<file path="src/rtl/usb_tx_gen.sv">
// USB packet transmitter: SYNC, PID, optional payload and CRC16, then EOP, NRZI-encoded
// with bit stuffing onto a registered D+/D- pair.
module usb_tx_gen #(
    parameter int CLKS_PER_BIT = 8,
    parameter int MAX_BYTES    = 64,
    parameter int CRC_EN       = 1
) (
    input  logic       clk,
    input  logic       rst,
    input  logic [2:0] tx_packet,
    input  logic [6:0] tx_packet_size,
    input  logic [7:0] tx_packet_data,
    output logic       get_tx_packet_data,
    output logic       dplus_out,
    output logic       dminus_out,
    output logic       tx_transfer_active,
    output logic       tx_error
);
    localparam int            CW       = (CLKS_PER_BIT > 1) ? $clog2(CLKS_PER_BIT) : 1;
    localparam logic [CW-1:0] LAST_CLK = CW'(CLKS_PER_BIT - 1);
    localparam logic [6:0]    MAX_SIZE = 7'(MAX_BYTES);
    localparam logic          CRC_ON   = (CRC_EN != 0);

    typedef enum logic [2:0] {
        ST_IDLE = 3'd0,
        ST_SYNC = 3'd1,
        ST_PID  = 3'd2,
        ST_DATA = 3'd3,
        ST_CRC  = 3'd4,
        ST_EOP  = 3'd5
    } state_t;

    // Reflected CRC16 (0x8005 -> 0xA001), one payload bit per call, LSB first.
    function automatic logic [15:0] crc16_step(input logic [15:0] crc, input logic din);
        logic fb;
        fb = crc[0] ^ din;
        crc16_step = {1'b0, crc[15:1]} ^ (fb ? 16'hA001 : 16'h0000);
    endfunction

    function automatic logic [7:0] pid_byte(input logic [2:0] code);
        case (code)
            3'd1:    pid_byte = 8'hC3;
            3'd2:    pid_byte = 8'h4B;
            3'd3:    pid_byte = 8'hD2;
            3'd4:    pid_byte = 8'h5A;
            3'd5:    pid_byte = 8'h1E;
            default: pid_byte = 8'h00;
        endcase
    endfunction

    state_t        state_r;
    logic [3:0]    idx_r;
    logic [CW-1:0] bit_cnt_r;
    logic [2:0]    ones_r;
    logic          level_r;
    logic [15:0]   crc_r;
    logic [7:0]    pid_r;
    logic [7:0]    byte_r;
    logic [6:0]    bytes_left_r;
    logic          is_data_r;
    logic          dplus_r;
    logic          dminus_r;
    logic          get_r;
    logic          active_r;
    logic          error_r;

    logic          req_data_s;
    logic          req_legal_s;
    logic          req_reject_s;
    logic          stuff_now_s;
    state_t        tail_s;
    state_t        nxt_state_s;
    logic [3:0]    nxt_idx_s;
    logic [7:0]    byte_src_s;
    logic          nxt_bit_s;
    logic          nxt_level_s;
    logic          nxt_get_s;

    // Request decode, only acted on while idle.
    always_comb begin
        req_data_s   = (tx_packet == 3'd1) || (tx_packet == 3'd2);
        req_legal_s  = (tx_packet != 3'd0) && (tx_packet <= 3'd5);
        req_reject_s = (tx_packet >= 3'd6) || (req_data_s && (tx_packet_size > MAX_SIZE));
    end

    // Next field position after the bit currently on the line.
    always_comb begin
        nxt_state_s = state_r;
        nxt_idx_s   = idx_r + 4'd1;
        if (is_data_r && CRC_ON) begin
            tail_s = ST_CRC;
        end else begin
            tail_s = ST_EOP;
        end
        case (state_r)
            ST_SYNC: begin
                if (idx_r == 4'd7) begin
                    nxt_state_s = ST_PID;
                    nxt_idx_s   = 4'd0;
                end else begin
                    nxt_state_s = ST_SYNC;
                end
            end
            ST_PID: begin
                if (idx_r == 4'd7) begin
                    nxt_idx_s = 4'd0;
                    if (is_data_r && (bytes_left_r != 7'd0)) begin
                        nxt_state_s = ST_DATA;
                    end else begin
                        nxt_state_s = tail_s;
                    end
                end else begin
                    nxt_state_s = ST_PID;
                end
            end
            ST_DATA: begin
                if (idx_r == 4'd7) begin
                    nxt_idx_s = 4'd0;
                    if (bytes_left_r != 7'd0) begin
                        nxt_state_s = ST_DATA;
                    end else begin
                        nxt_state_s = tail_s;
                    end
                end else begin
                    nxt_state_s = ST_DATA;
                end
            end
            ST_CRC: begin
                if (idx_r == 4'd15) begin
                    nxt_state_s = ST_EOP;
                    nxt_idx_s   = 4'd0;
                end else begin
                    nxt_state_s = ST_CRC;
                end
            end
            ST_EOP: begin
                if (idx_r == 4'd2) begin
                    nxt_state_s = ST_IDLE;
                    nxt_idx_s   = 4'd0;
                end else begin
                    nxt_state_s = ST_EOP;
                end
            end
            default: begin
                nxt_state_s = ST_IDLE;
                nxt_idx_s   = 4'd0;
            end
        endcase
    end

    // Value of the next line bit; a freshly requested byte is used straight off the input.
    always_comb begin
        if (get_r) begin
            byte_src_s = tx_packet_data;
        end else begin
            byte_src_s = byte_r;
        end
        case (nxt_state_s)
            ST_SYNC: nxt_bit_s = (nxt_idx_s == 4'd7);
            ST_PID:  nxt_bit_s = pid_r[nxt_idx_s[2:0]];
            ST_DATA: nxt_bit_s = byte_src_s[nxt_idx_s[2:0]];
            ST_CRC:  nxt_bit_s = ~crc_r[nxt_idx_s];
            default: nxt_bit_s = 1'b1;
        endcase
        nxt_level_s = nxt_bit_s ? level_r : ~level_r;
        nxt_get_s   = (nxt_idx_s == 4'd7) && (bytes_left_r != 7'd0) &&
                      (((nxt_state_s == ST_PID) && is_data_r) || (nxt_state_s == ST_DATA));
        stuff_now_s = (ones_r == 3'd6) &&
                      ((state_r == ST_SYNC) || (state_r == ST_PID) ||
                       (state_r == ST_DATA) || (state_r == ST_CRC));
    end

    // Packet FSM, bit timing, NRZI/stuffing and all registered outputs.
    always_ff @(posedge clk) begin
        if (rst) begin
            state_r      <= ST_IDLE;
            idx_r        <= 4'd0;
            bit_cnt_r    <= '0;
            ones_r       <= 3'd0;
            level_r      <= 1'b1;
            crc_r        <= 16'hFFFF;
            pid_r        <= 8'h00;
            byte_r       <= 8'h00;
            bytes_left_r <= 7'd0;
            is_data_r    <= 1'b0;
            dplus_r      <= 1'b1;
            dminus_r     <= 1'b0;
            get_r        <= 1'b0;
            active_r     <= 1'b0;
            error_r      <= 1'b0;
        end else begin
            get_r   <= 1'b0;
            error_r <= 1'b0;
            if (get_r) begin
                byte_r <= tx_packet_data;
            end
            if (state_r == ST_IDLE) begin
                if (req_reject_s) begin
                    error_r <= 1'b1;
                end else if (req_legal_s) begin
                    // First SYNC bit is a 0, so the line toggles away from J immediately.
                    state_r      <= ST_SYNC;
                    idx_r        <= 4'd0;
                    bit_cnt_r    <= '0;
                    ones_r       <= 3'd0;
                    level_r      <= 1'b0;
                    dplus_r      <= 1'b0;
                    dminus_r     <= 1'b1;
                    crc_r        <= 16'hFFFF;
                    pid_r        <= pid_byte(tx_packet);
                    bytes_left_r <= req_data_s ? tx_packet_size : 7'd0;
                    is_data_r    <= req_data_s;
                    active_r     <= 1'b1;
                end
            end else if (bit_cnt_r != LAST_CLK) begin
                bit_cnt_r <= bit_cnt_r + 1'b1;
            end else begin
                bit_cnt_r <= '0;
                if (stuff_now_s) begin
                    ones_r   <= 3'd0;
                    level_r  <= ~level_r;
                    dplus_r  <= ~level_r;
                    dminus_r <= level_r;
                end else begin
                    state_r <= nxt_state_s;
                    idx_r   <= nxt_idx_s;
                    case (nxt_state_s)
                        ST_IDLE: begin
                            active_r <= 1'b0;
                            level_r  <= 1'b1;
                            dplus_r  <= 1'b1;
                            dminus_r <= 1'b0;
                        end
                        ST_EOP: begin
                            level_r  <= 1'b1;
                            dplus_r  <= (nxt_idx_s == 4'd2);
                            dminus_r <= 1'b0;
                        end
                        default: begin
                            level_r  <= nxt_level_s;
                            dplus_r  <= nxt_level_s;
                            dminus_r <= ~nxt_level_s;
                            ones_r   <= nxt_bit_s ? (ones_r + 3'd1) : 3'd0;
                            get_r    <= nxt_get_s;
                            if (nxt_state_s == ST_DATA) begin
                                crc_r <= crc16_step(crc_r, nxt_bit_s);
                                if (nxt_idx_s == 4'd0) begin
                                    bytes_left_r <= bytes_left_r - 7'd1;
                                end
                            end
                        end
                    endcase
                end
            end
        end
    end

    assign dplus_out          = dplus_r;
    assign dminus_out         = dminus_r;
    assign get_tx_packet_data = get_r;
    assign tx_transfer_active = active_r;
    assign tx_error           = error_r;

endmodule

</file>
<file path="config.mk">
export PLATFORM = sky130hd
export DESIGN_NAME = usb_tx_gen
export DESIGN_NICKNAME = d
export VERILOG_FILES = /design/src/rtl/usb_tx_gen.sv
export SDC_FILE = /design/constraint.sdc
export NUM_CORES = 1
export LEC_CHECK = 0
export CORE_ASPECT_RATIO = 0.9
export CORE_MARGIN = 2
export CORE_UTILIZATION = 69
export CTS_CLUSTER_DIAMETER = 150
export DETAILED_ROUTE_END_ITERATION = 8
export DONT_BUFFER_PORTS = 1
export PLACE_DENSITY = 0.85
export SETUP_SLACK_MARGIN = 0.02
export SLEW_MARGIN = 40
export SYNTH_ARGS = -nofsm -noshare
export SYNTH_HDL_FRONTEND = slang
export SYNTH_SLANG_ARGS = --single-unit
</file>
<file path="constraint.sdc">
create_clock -name clk -period 4.4 [get_ports clk]
set_input_delay 0.44 -clock clk [delete_from_list [all_inputs] [get_ports clk]]
set_output_delay 0.44 -clock clk [all_outputs]
set_load 0.02 [all_outputs]
</file>
==> report_table.html, run 1 <==
<table>
<tr><th>Metric</th><th>Value</th></tr>
<tr><th colspan="2">Worst hold path</th></tr>
<tr><td>Min-delay src</td><td>rst</td></tr>
<tr><td>Class of the most critical hold timing path</td><td>primary input to register</td></tr>
<tr><td>Endpoint of the worst hold-timing path</td><td>bytes_left_r[6]</td></tr>
<tr><td>Number of instances on the worst hold path</td><td>1</td></tr>
<tr><th colspan="2">Synthesis</th></tr>
<tr><td>Post-synthesis async set-or-reset flop share</td><td>0</td></tr>
<tr><td>Register bit total from synthesis</td><td>58</td></tr>
<tr><td>Post-synthesis cell area</td><td>~3500 um2</td></tr>
<tr><td>Total number of yosys warnings</td><td>0</td></tr>
<tr><td>Number of nets in the synthesized netlist</td><td>~470</td></tr>
<tr><td>Part of the Yosys area used for sequential elements</td><td>0.330</td></tr>
<tr><td>Average cell area after synthesis</td><td>between 8 and 9 um2</td></tr>
<tr><td>Post-synthesis cell type count</td><td>73</td></tr>
<tr><td>Number of enable flip-flop cells after synthesis</td><td>0</td></tr>
<tr><td>Most frequently used flop master after synthesis</td><td>sky130_fd_sc_hd__dfxtp_1</td></tr>
<tr><td>Synthesized netlist cell count</td><td>approximately 440</td></tr>
<tr><th colspan="2">Routing</th></tr>
<tr><td>Post-route ant nets</td><td>0</td></tr>
<tr><td>Wire per inst</td><td>approximately 18 um</td></tr>
<tr><td>DRC errors left</td><td>0</td></tr>
<tr><td>Overall via count from detail_route</td><td>between 3000 and 4000</td></tr>
<tr><td>Routed via count divided by cell count</td><td>6.83</td></tr>
<tr><td>Post-Route WL</td><td>just under 9000 um</td></tr>
<tr><td>Number of iterations in the first detailed-routing pass</td><td>6</td></tr>
<tr><td>Starting DRT DRC Count</td><td>roughly 270</td></tr>
<tr><th colspan="2">Clock network</th></tr>
<tr><td>Clock sink total</td><td>58</td></tr>
<tr><td>Number of buffers added by the clock tree synthesis step</td><td>9</td></tr>
<tr><td>Clock-pin transition on the worst setup and hold timing paths</td><td>0.06 ns</td></tr>
<tr><td>Clock tree from TritonCTS</td><td>yes</td></tr>
<tr><td>Clock latency on the worst-skew pair</td><td>~0.34 ns</td></tr>
<tr><td>Maximum number of buffers from clock root to sink</td><td>2</td></tr>
<tr><td>Number of buffers inserted to repair setup after CTS</td><td>0</td></tr>
<tr><td>Number of levels in the clock H-tree</td><td>3</td></tr>
<tr><td>Cell at the root of the clock tree</td><td>sky130_fd_sc_hd__clkbuf_8</td></tr>
<tr><td>Quantity of hold-fixing buffers added after cts</td><td>0</td></tr>
<tr><td>Number of instances resized during post-cts repair</td><td>0</td></tr>
<tr><th colspan="2">Cells and area</th></tr>
<tr><td>Sequential cell area</td><td>between 1000 and 1500 um2</td></tr>
<tr><td>Number of diodes</td><td>0</td></tr>
<tr><td>Area delta synth-&gt;final</td><td>4.70%</td></tr>
<tr><td>FILL cells</td><td>approximately 390</td></tr>
<tr><td>Net total in the final layout</td><td>approximately 450</td></tr>
<tr><td>Most frequent cells in the layout</td><td>sky130_fd_sc_hd__nor2_1 (63), sky130_fd_sc_hd__dfxtp_1 (58), sky130_fd_sc_hd__nand2_1 (29), sky130_fd_sc_hd__nor3_1 (29), sky130_fd_sc_hd__a21oi_1 (24)</td></tr>
<tr><td>Area used by multi-input combinational logic</td><td>~2200 um2</td></tr>
<tr><td>Share of cells above drive strength 1</td><td>0.0864</td></tr>
<tr><td>Final core utilization</td><td>0.757</td></tr>
<tr><td>Commonest non-fill, non-tap cell in the layout</td><td>sky130_fd_sc_hd__nor2_1</td></tr>
<tr><th colspan="2">Placement</th></tr>
<tr><td>Final weighted congestion in routability-driven placement</td><td>between 0.9 and 1</td></tr>
<tr><td>Input/output buffers</td><td>0</td></tr>
<tr><td>Post-DP HPWL</td><td>about 6200 um</td></tr>
<tr><th colspan="2">Flow run</th></tr>
<tr><td>Number of max-cap violations</td><td>0</td></tr>
<tr><th colspan="2">Setup path</th></tr>
<tr><td>Reg-to-reg critical path endpoint</td><td>level_r</td></tr>
<tr><td>Critical Path AT</td><td>about 4.2 ns</td></tr>
<tr><td>Path depth of the worst reg2reg path</td><td>10</td></tr>
<tr><td>Max Fanout on Critical Path</td><td>12</td></tr>
<tr><td>Worst reg-to-reg setup slack</td><td>0.47 ns</td></tr>
<tr><td>Max stage delay on crit path</td><td>just under 0.6 ns</td></tr>
<tr><td>Crit end category</td><td>register</td></tr>
<tr><td>Slowest library cell on the worst path</td><td>sky130_fd_sc_hd__dfxtp_1</td></tr>
<tr><td>Number of gates on the worst path with buffers counted</td><td>10</td></tr>
<tr><td>Critical register-to-register path startpoint</td><td>idx_r[0]</td></tr>
<tr><td>Number of buffers and inverters on the critical path</td><td>1</td></tr>
<tr><td>CP cell instances</td><td>inv_1, ha_1, a21oi_1, o21ai_0, a21boi_0, o311ai_0, nand4_1, a211oi_1, o21bai_1, a31o_2</td></tr>
<tr><td>Data required, critical path</td><td>~4.6 ns</td></tr>
<tr><td>Critical path type</td><td>register to register</td></tr>
<tr><td>Category of the worst setup path launch point</td><td>register</td></tr>
<tr><td>Gate family responsible for the most delay along the worst path</td><td>compound AO/OA/AOI/OAI gates</td></tr>
<tr><th colspan="2">Floorplanning</th></tr>
<tr><td>Die height</td><td>roughly 70 um</td></tr>
<tr><td>Horizontal extent of the die</td><td>around 80 um</td></tr>
<tr><td>Die ar.</td><td>5680 um2</td></tr>
<tr><td>Core area</td><td>4860 um2</td></tr>
<tr><td>Effective utilization at floorplan</td><td>0.723</td></tr>
<tr><td>Row count</td><td>24</td></tr>
<tr><td>Number of I/O pins</td><td>25</td></tr>
<tr><th colspan="2">Power and ir drop</th></tr>
<tr><td>P_int</td><td>approximately 870 uW</td></tr>
<tr><td>Sequential power share</td><td>0.468</td></tr>
<tr><td>Ratio of total power to cell area</td><td>~330 nW/um2</td></tr>
<tr><td>Switching power of the nets</td><td>352 uW</td></tr>
<tr><td>Leakage power</td><td>around 1.4 nW</td></tr>
<tr><td>Worst IR drop on VDD</td><td>0.000275 V</td></tr>
<tr><td>Clock power share</td><td>0.371</td></tr>
<tr><td>Part of the power in combinational logic</td><td>0.161</td></tr>
<tr><td>Switching part of the total</td><td>0.288</td></tr>
<tr><th colspan="2">Outcome</th></tr>
<tr><td>Result of the run</td><td>complete, no violations</td></tr>
<tr><th colspan="2">Timing</th></tr>
<tr><td>Worst slew margin relative to its limit</td><td>0.470</td></tr>
<tr><td>Final hold violations</td><td>0</td></tr>
<tr><td>Worst Max-Slew Pin Slew</td><td>roughly 0.79 ns</td></tr>
<tr><td>Final max-slew violation count</td><td>0</td></tr>
<tr><td>Minimum period implied by the final worst setup slack</td><td>around 3.9 ns</td></tr>
<tr><td>RSZ-0062 raised after global routing</td><td>false</td></tr>
<tr><td>Number of endpoints failing setup at the final stage</td><td>0</td></tr>
<tr><td>Setup TNS</td><td>0 ns</td></tr>
<tr><td>Period utilisation layout</td><td>0.893</td></tr>
<tr><td>Achievable clock frequency</td><td>roughly 0.25 GHz</td></tr>
<tr><td>Worst clock skew</td><td>approximately 0.0042 ns</td></tr>
<tr><th colspan="2">GRT</th></tr>
<tr><td>Global-route wire length before repair</td><td>roughly 15000 um</td></tr>
<tr><td>Global Route Usage Sum</td><td>0.329</td></tr>
<tr><td>Sum of overflow across all layers after global routing</td><td>0</td></tr>
<tr><td>Initial antenna violation count</td><td>0</td></tr>
<tr><td>Pin count of the biggest net entering global routing</td><td>60</td></tr>
<tr><td>Number of global-route vias before repair</td><td>~3000</td></tr>
</table>
[Yosys cell counts, types with 3 or more instances]
cell type | instances | area share
sky130_fd_sc_hd__o21ai_0 | 12 | 0.017
sky130_fd_sc_hd__o32a_1 | 3 | 0.0085
sky130_fd_sc_hd__nand2b_1 | 5 | 0.0089
sky130_fd_sc_hd__o211ai_1 | 6 | 0.013
sky130_fd_sc_hd__and3_1 | 5 | 0.0089
sky130_fd_sc_hd__nand2_1 | 29 | 0.031
sky130_fd_sc_hd__ha_1 | 9 | 0.032
sky130_fd_sc_hd__dfxtp_1 | 58 | 0.33
sky130_fd_sc_hd__clkbuf_1 | 18 | 0.019
sky130_fd_sc_hd__o31ai_1 | 6 | 0.013
sky130_fd_sc_hd__buf_1 | 3 | 0.0032
sky130_fd_sc_hd__inv_1 | 15 | 0.016
sky130_fd_sc_hd__xnor2_1 | 5 | 0.012
sky130_fd_sc_hd__a31oi_1 | 8 | 0.014
sky130_fd_sc_hd__a21oi_1 | 24 | 0.034
sky130_fd_sc_hd__buf_2 | 5 | 0.0071
sky130_fd_sc_hd__nand3_1 | 12 | 0.017
sky130_fd_sc_hd__a22oi_1 | 5 | 0.011
sky130_fd_sc_hd__nor2_1 | 63 | 0.067
sky130_fd_sc_hd__a211oi_1 | 4 | 0.0085
sky130_fd_sc_hd__mux2i_1 | 13 | 0.037
sky130_fd_sc_hd__nor2b_1 | 5 | 0.0089
sky130_fd_sc_hd__or3_1 | 4 | 0.0071
sky130_fd_sc_hd__and2_1 | 6 | 0.011
sky130_fd_sc_hd__nor3_1 | 30 | 0.043
sky130_fd_sc_hd__a311oi_1 | 6 | 0.015
sky130_fd_sc_hd__xor2_1 | 3 | 0.0075
sky130_fd_sc_hd__a31o_2 | 4 | 0.010
sky130_fd_sc_hd__o21bai_1 | 18 | 0.038
[final cells by class]
class                           instances  share of cell area
Sequential cell                        58               0.315
Inverter                               15              0.0153
Clock inverter                          2             0.00272
Multi-Input combinational cell        334               0.587
Clock buffer                           14              0.0469
Timing Repair Buffer                    5              0.0102
Tap cell                               65              0.0221
[through the flow]
stage               power (mW)  hold WS, ns  setup WS (ns)  area [um2]  std cells
global placement         0.767        0.452          0.660        3500        477
detailed placement       0.774        0.466          0.636        3500        477
global route              1.27        0.150          0.245        3680        493
CTS                       1.22        0.162          0.617        3680        493
finish                    1.22        0.173          0.472        3680        493
floorplan                0.734        0.448           1.39        3520        437
[power groups by stage]
stage	logic, mW	clock network (mW)	registers [mW]
after floorplan	0.160	0	0.574
after global placement	0.185	0	0.583
after detailed placement	0.191	0	0.583
after CTS	0.192	0.457	0.572
after global routing	0.217	0.481	0.575
final	0.196	0.454	0.573
[sequential cells by signal, indices dropped and copies added, names as in the netlist]
| register | count |
|---|---|
| bit_cnt_r | 3 |
| byte_r | 8 |
| bytes_left_r | 7 |
| crc_r | 16 |
| dminus_out | 1 |
| dplus_out | 1 |
| get_tx_packet_data | 1 |
| idx_r | 4 |
| is_data_r | 1 |
| level_r | 1 |
| ones_r | 3 |
| pid_r | 7 |
| state_r | 3 |
| tx_error | 1 |
| tx_transfer_active | 1 |
[routing by layer]
metal | global-route usage | vias to the layer above | share of wire
li1 | - | 1567 | -
met1 | 0.453 | 1591 | 0.42
met2 | 0.489 | 183 | 0.46
met3 | 0.108 | 24 | 0.098
met4 | 0.111 | 0 | 0.023
met5 | 0 | - | 0
[how the worst max path moves through the flow]
| stage | endpoint | slack (ns) | start |
|---|---|---|---|
| after floorplan | level_r | 1.39 | state_r[1] |
| after global placement | level_r | 0.66 | idx_r[0] |
| after detailed placement | level_r | 0.64 | idx_r[0] |
| after CTS | level_r | 0.62 | idx_r[0] |
| after global routing | level_r | 0.25 | idx_r[0] |
| final | level_r | 0.47 | idx_r[0] |
[worst register-to-register path, cell delays in order, from the launching register on]
cell and delay (ns):
sky130_fd_sc_hd__dfxtp_1 0.58, sky130_fd_sc_hd__inv_1 0.15, sky130_fd_sc_hd__ha_1 0.47, sky130_fd_sc_hd__a21oi_1 0.48, sky130_fd_sc_hd__o21ai_0 0.45, sky130_fd_sc_hd__a21boi_0 0.24, sky130_fd_sc_hd__o311ai_0 0.36, sky130_fd_sc_hd__nand4_1 0.34
sky130_fd_sc_hd__a211oi_1 0.41, sky130_fd_sc_hd__o21bai_1 0.11, sky130_fd_sc_hd__a31o_2 0.23
[kinds of logic after synthesis]
kind of cell | synth area share
muxes | 0.0402
AOI/OAI and AO/OA | 0.272
buffers and inverters | 0.0562
adders and majority gates | 0.0320
DFF | 0.330
xor gates and xnor gates | 0.0263
and+or+nand+nor | 0.243
No activity file was read; power rests on OpenSTA's default activity.
==> inputs of run 2 (changes only) <==
Settings changed: GPL_ROUTABILITY_DRIVEN set to 0.
==> report_table.html, run 2 (synthesis results as in run 1) <==
<table>
<tr><th>Metric</th><th>Value</th></tr>
<tr><th colspan="2">Outcome</th></tr>
<tr><td>Result of the run</td><td>complete, no violations</td></tr>
<tr><th colspan="2">GRT</th></tr>
<tr><td>Sum of overflow across all layers after global routing</td><td>0 (unchanged)</td></tr>
<tr><td>Initial antenna violation count</td><td>0 (unchanged)</td></tr>
<tr><td>Global-route wire length before repair</td><td>14900 um (+2.4%)</td></tr>
<tr><td>Global Route Usage Sum</td><td>0.336 (+0.00650)</td></tr>
<tr><td>Number of global-route vias before repair</td><td>3088 (+1.1%)</td></tr>
<tr><td>Pin count of the biggest net entering global routing</td><td>60 (unchanged)</td></tr>
<tr><th colspan="2">Routing</th></tr>
<tr><td>Starting DRT DRC Count</td><td>385 (+44%)</td></tr>
<tr><td>Post-route ant nets</td><td>0 (unchanged)</td></tr>
<tr><td>Overall via count from detail_route</td><td>3275 (-2.7%)</td></tr>
<tr><td>Post-Route WL</td><td>8800 um (-0.97%)</td></tr>
<tr><td>Routed via count divided by cell count</td><td>6.67 (-2.3%)</td></tr>
<tr><td>Number of iterations in the first detailed-routing pass</td><td>5 (-1)</td></tr>
<tr><td>DRC errors left</td><td>0 (unchanged)</td></tr>
<tr><td>Wire per inst</td><td>17.9 um (-0.56%)</td></tr>
<tr><th colspan="2">Cells and area</th></tr>
<tr><td>Number of diodes</td><td>0 (unchanged)</td></tr>
<tr><td>FILL cells</td><td>362 (-7.4%)</td></tr>
<tr><td>Summed area of non-filler cells in the final layout</td><td>3710 um2 (+0.71%)</td></tr>
<tr><td>Flip-flop count of the largest register after layout</td><td>16 (unchanged)</td></tr>
<tr><td>Most flop-heavy register</td><td>crc_r</td></tr>
<tr><td>Area delta synth-&gt;final</td><td>5.44%</td></tr>
<tr><td>Most frequent cells in the layout</td><td>sky130_fd_sc_hd__nor2_1 (63), sky130_fd_sc_hd__dfxtp_1 (58), sky130_fd_sc_hd__nand2_1 (29), sky130_fd_sc_hd__nor3_1 (29), sky130_fd_sc_hd__a21oi_1 (24)</td></tr>
<tr><td>Share of cells above drive strength 1</td><td>0.0869 (+0.000406)</td></tr>
<tr><td>Net total in the final layout</td><td>450 (-0.44%)</td></tr>
<tr><td>Commonest non-fill, non-tap cell in the layout</td><td>sky130_fd_sc_hd__nor2_1</td></tr>
<tr><td>Regs by FF count</td><td>crc_r (16), byte_r (8)</td></tr>
<tr><th colspan="2">Timing</th></tr>
<tr><td>Worst Max-Slew Pin Slew</td><td>0.684 ns (-0.103 ns)</td></tr>
<tr><td>Final max-slew violation count</td><td>0 (unchanged)</td></tr>
<tr><td>Minimum period implied by the final worst setup slack</td><td>4.05 ns (+0.120 ns)</td></tr>
<tr><td>Achievable clock frequency</td><td>0.247 GHz (-3.0%)</td></tr>
<tr><td>Worst clock skew</td><td>0.00874 ns (+0.00457 ns)</td></tr>
<tr><td>Worst hold margin</td><td>0.163 ns (-0.0102 ns)</td></tr>
<tr><td>Worst slew margin relative to its limit</td><td>0.539 (+0.0695)</td></tr>
<tr><td>RSZ-0062 raised after global routing</td><td>false</td></tr>
<tr><td>Setup TNS</td><td>0 ns (unchanged)</td></tr>
<tr><td>Number of endpoints failing setup at the final stage</td><td>0 (unchanged)</td></tr>
<tr><td>Period utilisation layout</td><td>0.920 (+0.0273)</td></tr>
<tr><td>Final hold violations</td><td>0 (unchanged)</td></tr>
<tr><th colspan="2">Power and ir drop</th></tr>
<tr><td>Worst IR drop on VDD</td><td>0.000316 V (+15%)</td></tr>
<tr><td>Clock power share</td><td>0.423 (+0.052)</td></tr>
<tr><td>Switching power of the nets</td><td>371 uW (+5.5%)</td></tr>
<tr><td>Switching part of the total</td><td>0.281 (-0.00722)</td></tr>
<tr><td>Part of the power in combinational logic</td><td>0.145 (-0.016)</td></tr>
<tr><td>Sequential power share</td><td>0.433 (-0.035)</td></tr>
<tr><td>P_int</td><td>952 uW (+9.3%)</td></tr>
<tr><td>Leakage power</td><td>1.41 nW (+0.25%)</td></tr>
<tr><td>Ratio of total power to cell area</td><td>357 nW/um2 (+7.4%)</td></tr>
<tr><th colspan="2">Clock network</th></tr>
<tr><td>Number of buffers added by the clock tree synthesis step</td><td>9 (unchanged)</td></tr>
<tr><td>Number of instances resized during post-cts repair</td><td>0 (unchanged)</td></tr>
<tr><td>Clock tree from TritonCTS</td><td>yes</td></tr>
<tr><td>Clock latency on the worst-skew pair</td><td>0.36 ns (+0.02 ns)</td></tr>
<tr><td>Maximum number of buffers from clock root to sink</td><td>2 (unchanged)</td></tr>
<tr><td>Quantity of hold-fixing buffers added after cts</td><td>0 (unchanged)</td></tr>
<tr><td>Number of levels in the clock H-tree</td><td>3 (unchanged)</td></tr>
<tr><td>Number of buffers inserted to repair setup after CTS</td><td>0 (unchanged)</td></tr>
<tr><td>Clock sink total</td><td>58 (unchanged)</td></tr>
<tr><td>Cell at the root of the clock tree</td><td>sky130_fd_sc_hd__clkbuf_8</td></tr>
<tr><td>Clock-pin transition on the worst setup and hold timing paths</td><td>0.07 ns (about the same)</td></tr>
<tr><th colspan="2">Placement</th></tr>
<tr><td>Input/output buffers</td><td>0 (unchanged)</td></tr>
<tr><td>Placed standard-cell area</td><td>3490 um2 (-0.29%)</td></tr>
<tr><td>Post-DP HPWL</td><td>6110 um (-2.0%)</td></tr>
<tr><th colspan="2">Setup path</th></tr>
<tr><td>Number of buffers and inverters on the critical path</td><td>1 (unchanged)</td></tr>
<tr><td>Critical Path AT</td><td>4.30 ns (+0.14 ns)</td></tr>
<tr><td>Gate family responsible for the most delay along the worst path</td><td>compound AO/OA/AOI/OAI gates</td></tr>
<tr><td>Critical register-to-register path startpoint</td><td>state_r[2]</td></tr>
<tr><td>Critical path type</td><td>register to register</td></tr>
<tr><td>Data required, critical path</td><td>4.65 ns (about the same)</td></tr>
<tr><td>Max stage delay on crit path</td><td>0.66 ns (+0.08 ns)</td></tr>
<tr><td>Slowest library cell on the worst path</td><td>sky130_fd_sc_hd__dfxtp_1</td></tr>
<tr><td>CP cell instances</td><td>ha_1, inv_1, a21oi_1, o21ai_0, a21boi_0, o311ai_0, nand4_1, a211oi_1, o21bai_1, a31o_2</td></tr>
<tr><td>Critical path startpoint</td><td>state_r[2]</td></tr>
<tr><td>Crit end category</td><td>register</td></tr>
<tr><td>Category of the worst setup path launch point</td><td>register</td></tr>
<tr><td>Max Fanout on Critical Path</td><td>14 (+2)</td></tr>
<tr><th colspan="2">Floorplanning</th></tr>
<tr><td>Core area</td><td>4860 um2 (unchanged)</td></tr>
<tr><td>Die ar.</td><td>5680 um2 (unchanged)</td></tr>
<tr><td>Row count</td><td>24 (unchanged)</td></tr>
<tr><td>Effective utilization at floorplan</td><td>0.723 (unchanged)</td></tr>
<tr><td>Horizontal extent of the die</td><td>79.3 um (unchanged)</td></tr>
<tr><td>Number of I/O pins</td><td>25 (unchanged)</td></tr>
<tr><td>Die height</td><td>71.7 um (unchanged)</td></tr>
<tr><th colspan="2">Flow run</th></tr>
<tr><td>Number of max-cap violations</td><td>0 (unchanged)</td></tr>
<tr><th colspan="2">Worst hold path</th></tr>
<tr><td>Min-delay src</td><td>rst</td></tr>
<tr><td>Class of the most critical hold timing path</td><td>primary input to register</td></tr>
</table>
[run 2: final cells by class]
type                    count  area (um2)  share of cell area
clock buffers              11         141              0.0381
multi-input cells         334        2170               0.585
flip-flops and latches     58        1160               0.313
well taps                  65        81.3              0.0219
repair buffers              3        22.5             0.00607
clock inverters             5        77.6              0.0209
inverters                  15        56.3              0.0152
[run 2: through the flow]
step                      setup slack [ns]  utilization  total power, mW  cells
after global routing                 0.270        0.762             1.37    491
after detailed placement             0.606        0.717            0.771    475
after CTS                            0.573        0.762             1.32    491
after global placement               0.685        0.716            0.766    475
after floorplan                       1.39            -            0.734    437
final                                0.352        0.762             1.32    491
[run 2: worst paths after layout]
check | end | slack (ns) | depth (start not counted)
max reg2reg | level_r | 0.35 | 10
min | byte_r[7] | 0.16 | 1
min reg2reg | ones_r[1] | 0.48 | 2
max | level_r | 0.35 | 10
[run 2: layer usage]
metal | vias to the layer above | GRT usage | routed length, um
met2 | 163 | 0.515 | 4050
met1 | 1510 | 0.454 | 3750
li1 | 1572 | - | -
met5 | - | 0 | 0
met3 | 30 | 0.0869 | 825
met4 | 0 | 0.134 | 176
[run 2: power groups by stage]
| stage | sequential, mW | clock [mW] | combinational, mW |
|---|---|---|---|
| 6_report | 0.572 | 0.559 | 0.192 |
| 5_1_grt | 0.575 | 0.584 | 0.213 |
| 4_1_cts | 0.572 | 0.560 | 0.189 |
| 3_5_place_dp | 0.583 | 0 | 0.188 |
| 3_3_place_gp | 0.583 | 0 | 0.183 |
| 2_1_floorplan | 0.574 | 0 | 0.160 |
